`src/rtl/regime_arbiter.sv`:
```
// Round-robin arbiter sharing the clock-mode control path between requesters A and B.
// Drives on/start for the granted side; a launch watchdog frees the grant on no acceptance.
module regime_arbiter #(
  parameter int LAUNCH_MAX = 15,
  parameter int TW         = 4
) (
  input  logic       clk,
  input  logic       rst,
  input  logic       req_a,
  input  logic [1:0] mode_a,
  input  logic       start_a,
  input  logic       req_b,
  input  logic [1:0] mode_b,
  input  logic       start_b,
  input  logic [1:0] cp_regime,
  input  logic       cp_active,
  output logic [1:0] on,
  output logic       start,
  output logic       gnt_a,
  output logic       gnt_b,
  output logic       busy,
  output logic       timeout
);

  typedef enum logic [1:0] {
    S_IDLE,
    S_LAUNCH,
    S_RUN,
    S_RELEASE
  } state_t;

  state_t          r_state;
  logic            r_ptr;      // 0: A has priority on a tie, 1: B
  logic            r_owner;    // 0: A granted, 1: B granted
  logic [TW-1:0]   r_wd;
  logic [1:0]      r_mode_q;
  logic [1:0]      r_on;
  logic            r_start;
  logic            r_gnt_a;
  logic            r_gnt_b;
  logic            r_busy;
  logic            r_timeout;

  logic            w_va;
  logic            w_vb;
  logic            w_pick_b;
  logic            w_own_req;
  logic            w_own_start;
  logic            w_unused;

  localparam logic [TW-1:0] WD_LAST = TW'(LAUNCH_MAX - 1);

  assign w_va        = req_a & (mode_a != 2'd0);
  assign w_vb        = req_b & (mode_b != 2'd0);
  assign w_pick_b    = w_vb & (~w_va | r_ptr);
  assign w_own_req   = r_owner ? req_b : req_a;
  assign w_own_start = r_owner ? start_b : start_a;
  assign w_unused    = cp_active;

  always_ff @(posedge clk) begin
    if (rst) begin
      r_state   <= S_IDLE;
      r_ptr     <= 1'b0;
      r_owner   <= 1'b0;
      r_wd      <= '0;
      r_mode_q  <= '0;
      r_on      <= '0;
      r_start   <= 1'b0;
      r_gnt_a   <= 1'b0;
      r_gnt_b   <= 1'b0;
      r_busy    <= 1'b0;
      r_timeout <= 1'b0;
    end else begin
      r_timeout <= 1'b0;
      case (r_state)
        S_IDLE: begin
          r_on    <= '0;
          r_start <= 1'b0;
          r_gnt_a <= 1'b0;
          r_gnt_b <= 1'b0;
          r_busy  <= 1'b0;
          if (w_va || w_vb) begin
            r_owner  <= w_pick_b;
            r_mode_q <= w_pick_b ? mode_b : mode_a;
            r_on     <= w_pick_b ? mode_b : mode_a;
            r_gnt_a  <= ~w_pick_b;
            r_gnt_b  <= w_pick_b;
            r_wd     <= '0;
            r_busy   <= 1'b1;
            r_state  <= S_LAUNCH;
          end
        end
        S_LAUNCH: begin
          r_wd <= r_wd + 1'b1;
          if (cp_regime == r_mode_q) begin
            r_on    <= '0;
            r_state <= S_RUN;
          end else if (r_wd == WD_LAST) begin
            r_on      <= '0;
            r_timeout <= 1'b1;
            r_gnt_a   <= 1'b0;
            r_gnt_b   <= 1'b0;
            r_state   <= S_RELEASE;
          end
        end
        S_RUN: begin
          if (cp_regime == 2'd0) begin
            r_start <= 1'b0;
            r_gnt_a <= 1'b0;
            r_gnt_b <= 1'b0;
            r_state <= S_RELEASE;
          end else begin
            // A dropped request masks start while the grant is kept until completion.
            r_start <= w_own_req & w_own_start;
          end
        end
        S_RELEASE: begin
          r_ptr   <= ~r_owner;
          r_busy  <= 1'b0;
          r_state <= S_IDLE;
        end
        default: r_state <= S_IDLE;
      endcase
    end
  end

  assign on      = r_on;
  assign start   = r_start;
  assign gnt_a   = r_gnt_a;
  assign gnt_b   = r_gnt_b;
  assign busy    = r_busy;
  assign timeout = r_timeout;

endmodule

```
`config.mk`:
```
export PLATFORM = sky130hd
export DESIGN_NAME = regime_arbiter
export DESIGN_NICKNAME = d
export VERILOG_FILES = /design/src/rtl/regime_arbiter.sv
export SDC_FILE = /design/constraint.sdc
export NUM_CORES = 1
export LEC_CHECK = 0
export BUFFER_PORTS_ARGS = -buffer_cell sky130_fd_sc_hd__buf_2
export CAP_MARGIN = 5
export CORE_MARGIN = 2
export CORE_UTILIZATION = 47
export DETAILED_ROUTE_END_ITERATION = 10
export HOLD_SLACK_MARGIN = 0.03
export PLACE_DENSITY = 0.77
export SLEW_MARGIN = 40
export SYNTH_ARGS = -nofsm -noshare
export SYNTH_HDL_FRONTEND = slang
export SYNTH_SLANG_ARGS = --single-unit
```
`constraint.sdc`:
```
create_clock -name clk -period 1.4 [get_ports clk]
set_input_delay 0.28 -clock clk [delete_from_list [all_inputs] [get_ports clk]]
set_output_delay 0.28 -clock clk [all_outputs]
set_load 0.02 [all_outputs]
```
==> impl_results.md <==
- Most Used Layer, Global Route: met2
- Prevailing post-synth register cell: sky130_fd_sc_hd__dfxtp_1
- Post-layout worst setup margin: 0.640 ps
- Routed via count divided by cell count: about 5.6
- Sequential area share after synthesis: between 30% and 40%
- Sequence of cells on the critical path: inv_4, ha_2, o21ai_1, buf_4, a311o_1, o31ai_1
- Width of the die: about 50 µm
- Crit Path Class: reg2reg
- Synthesis Warnings: 0
- Top post-synthesis cells by count: sky130_fd_sc_hd__dfxtp_1 (17), sky130_fd_sc_hd__a21oi_1 (11), sky130_fd_sc_hd__inv_1 (8), sky130_fd_sc_hd__nand2b_1 (8), sky130_fd_sc_hd__nor2_1 (8)
- Cells on Worst Hold Path: 3
- Yosys reg bits: 17
- Crit path required time: 1610 ps
- Cells on worst reg2reg path: 6
- CTS tree: yes
- Hold violation count in the final report: 0
- Share of layout cells above drive strength 1: approximately 39%
- Initial antenna violation count: 0
- Run status: completed
- Worst ir drop on vdd: 1100 µV
- Htree depth: 1
- Number of different library cells in the post-synthesis netlist: 34
- Clock latency reported for the late side of the worst-skew pair: ~300 ps
- Port-buffer cells: 18
- Critical path capture point type: flip-flop
- Gr ovfl total: 0
- Y dimension of the die: around 50 µm
- Initial detailed-routing violation count: 20
- Fraction of the mapped netlist area in compound gates: 28.6%
- Hold endpoint: gnt_a
- Total of fill cells in the finished design: ~180
- Main combinational cell family by area after synthesis: compound AO/OA/AOI/OAI gates
- Number of cells in the finished layout apart from fillers: between 150 and 200
- Clock-pin slew on the worst setup and hold paths: 110 ps
- Final hold slack: between 300 and 400 ps
- First-pass GRT wire length: about 3900 µm
- Wirelength, routed: approximately 2400 µm
- Highest achievable clock rate: slightly above 0.7 GHz
- Initial core utilization: 49.9%
- Leakage power total: ~0.00053 µW
- Area of the core: around 0.0020 mm²
- Slew at the pin closest to its max-slew limit: around 350 ps
- Global-route usage over all layers: approximately a fifth
- Fin crit share: ~100%
- Total die area: roughly 0.0025 mm²
- Combined area of the multi-input logic cells: between 600 and 700 µm²
- Gpl congestion: roughly 0.77
- Mux share of post-synthesis cell area: 3.20%
- Xor and xnor fraction of the mapped netlist area: ~1.8%
- Time the worst path needs with I/O delays and setup: ~1400 ps
- End of the worst register-to-register path: r_state[0]
- Async set-or-reset flop fraction in the synthesized netlist: 0%
- Number of instances in the placed design: ~160
- Syn avg cell area: around 8.7 µm²
- Global-route met1 utilization: between 20% and 30%
- Startpoint of the lowest-slack hold path: req_a
- Cell area after synthesis: approximately 980 µm²
- Half-perimeter wire length of the detailed placement result: about 1700 µm
- Remaining antenna violation count: 0
- Worst reg2reg startpoint: r_state[0]
- Vias in the first global route: 902
- Largest net degree at the start of global routing: 15
- Count of pins on the block boundary: 20
- Total clock buffers created by CTS: 3
- Post-route clock skew: roughly 7.4 ps
- Critical path launch point type: flip-flop
- Type of the tightest min-delay check: in2reg
- Critical path peak fanout: 4
- Syn nets: ~130
- Number of flops mapped to enable cells by yosys: 0
- Utilization after layout: between 60% and 70%
- Share of the synthesized area in the top cell type: 34.8%
- Diode count: 0
- Summed negative setup slack over all endpoints: 0 ps
- Simple-Gate Fraction of Synth Area: a little under a fifth
- Number of slew-limit violations in the final report: 0
- Number of nets in the finished design: roughly 170
- Met3 global-route usage: under 10%
- Reported max-cap violation count: 0
- Cell accounting for the most synthesized area: sky130_fd_sc_hd__dfxtp_1
- Critical path's largest stage delay: 380 ps
- Most repeated cell in the gate-level netlist after synthesis: sky130_fd_sc_hd__dfxtp_1
- Sink count of the clock tree: 17
- Number of vias after detailed routing: 959
- Number of setup violations in the final report: 0
- Global-route track usage on met2: 36.4%
- Minimum setup slack after placement: -39.6 ps
- Routed wire per std cell: about 14 µm
- Number of detailed-routing iterations run before antenna repair: 4
- Relative max-transition margin: approximately 77%
- Standard cell with the maximum stage delay on the critical path: sky130_fd_sc_hd__dfxtp_4
- Number of remaining DRC errors: 0
- Maximum root-to-sink buffer count: 2
- Cell area power density: 1670 mW/mm²
- Sequential cell area in the final layout: between 300 and 400 µm²
- Worst reg-to-reg setup slack: 0.6 ps
- RSZ-0062 raised after global routing: true
- Arithmetic-cell share of the synthesized area counting full adders, half adders and majority gates: 8.95%
- Placement row count: 16
- Area Overhead vs Synth: 31.3%
- Library cell used as clock root buffer: sky130_fd_sc_hd__clkbuf_4
- Data arrival at the endpoint of the critical path: approximately 1600 ps
- Cells after synthesis: about 110
- Post-CTS Hold Buffers: 0
- Cell types with the largest area share after synthesis: sky130_fd_sc_hd__dfxtp_1 (35%), sky130_fd_sc_hd__ha_1 (9.0%), sky130_fd_sc_hd__a21oi_1 (5.6%)
worst max-delay path, delay by kind of cell (launching register included):
| family | cells | cell delay [ps] |
|---|---|---|
| AO/OA/AOI/OAI | 3 | 520 |
| flip-flops | 1 | 380 |
| buffers and inverters | 2 | 230 |
| adder cells (fa/ha/maj) | 1 | 180 |
area by class of cell:
type,count,share of cell area [%]
clock buffers,3,1.75
clock inverters,1,0.389
inverters,8,2.73
multi-input cells,84,50.8
flip-flops and latches,17,27.1
well taps,27,2.63
repair buffers,31,14.6
metal layers:
layer | share of wire [%] | up-vias
li1 | - | 472
met3 | 3.1 | 6
met4 | 1.6 | 0
met1 | 43 | 459
met5 | 0 | -
met2 | 53 | 22
timing repair:
| item | CTS | global route |
|---|---|---|
| hold endpoints to repair | 0 | 0 |
| setup buffers | 3 | 0 |
| gates resized for setup | 14 | 3 |
| pin swaps | 3 | 2 |
| endpoints found under the setup margin | 8 | 9 |
power by group:
part | leakage, µW | total, µW | switching, µW | internal (µW)
Clock | 0.0000177 | 278 | 172 | 106
Sequential | 0.000141 | 691 | 87.5 | 603
Combinational | 0.000376 | 1180 | 601 | 576
cell families after synthesis:
family                     after synthesis
DFF                                     17
muxes                                    3
and+or+nand+nor                         33
adders and majority gates                7
xor gates and xnor gates                 2
buffers and inverters                   11
AOI/OAI and AO/OA                       39
how the worst max path moves through the flow:
| stage | startpoint | endpoint | slack (ps) | cells past startpoint |
|---|---|---|---|---|
| after CTS | r_state[0] | r_state[0] | 2 | 6 |
| after floorplan | r_state[0] | on[1] | -10 | 5 |
| final | r_state[0] | r_state[0] | 0.6 | 6 |
| after global routing | r_wd[0] | gnt_b | -60 | 7 |
| after global placement | r_state[0] | on[1] | -10 | 5 |
| after detailed placement | r_state[1] | r_state[0] | -40 | 6 |
through the flow:
stage               total power (µW)  instance area (µm²)
floorplan                       1390                  996
detailed placement              1750                 1180
finish                          2150                 1280
global route                    2300                 1280
CTS                             2130                 1270
global placement                1720                 1180
cell usage in the layout (no fill, tap or decap), drive strengths merged:
cell,Yosys,routed
or3,1,1
a311o,2,2
o31ai,3,3
nand2,1,1
nand2b,8,8
or2,2,2
o21bai,1,1
a31oi,3,3
nand3,6,6
a2bb2o,1,1
a21boi,2,2
dfxtp,17,17
o21ai,5,5
clkbuf,3,3
a22oi,1,1
o32ai,2,2
a21bo,1,1
mux2,1,1
nor3,1,1
mux2i,2,2
xor2,2,2
inv,8,8
o2111ai,1,1
nand3b,4,4
a21oi,11,11
buf,0,31
ha,7,7
nor2,8,8
o22ai,2,2
a311oi,1,1
nor2b,2,2
o2bb2ai,1,1
clkinv,0,1
a211oi,1,1
o211ai,1,1
state kept, by name, indices dropped and copies added, names as in the netlist:
| name | count |
|---|---|
| busy | 1 |
| gnt_a | 1 |
| gnt_b | 1 |
| on | 2 |
| r_mode_q | 2 |
| r_owner | 1 |
| r_ptr | 1 |
| r_state | 2 |
| r_wd | 4 |
| start | 1 |
| timeout | 1 |
(Power assumes the default switching activity.)
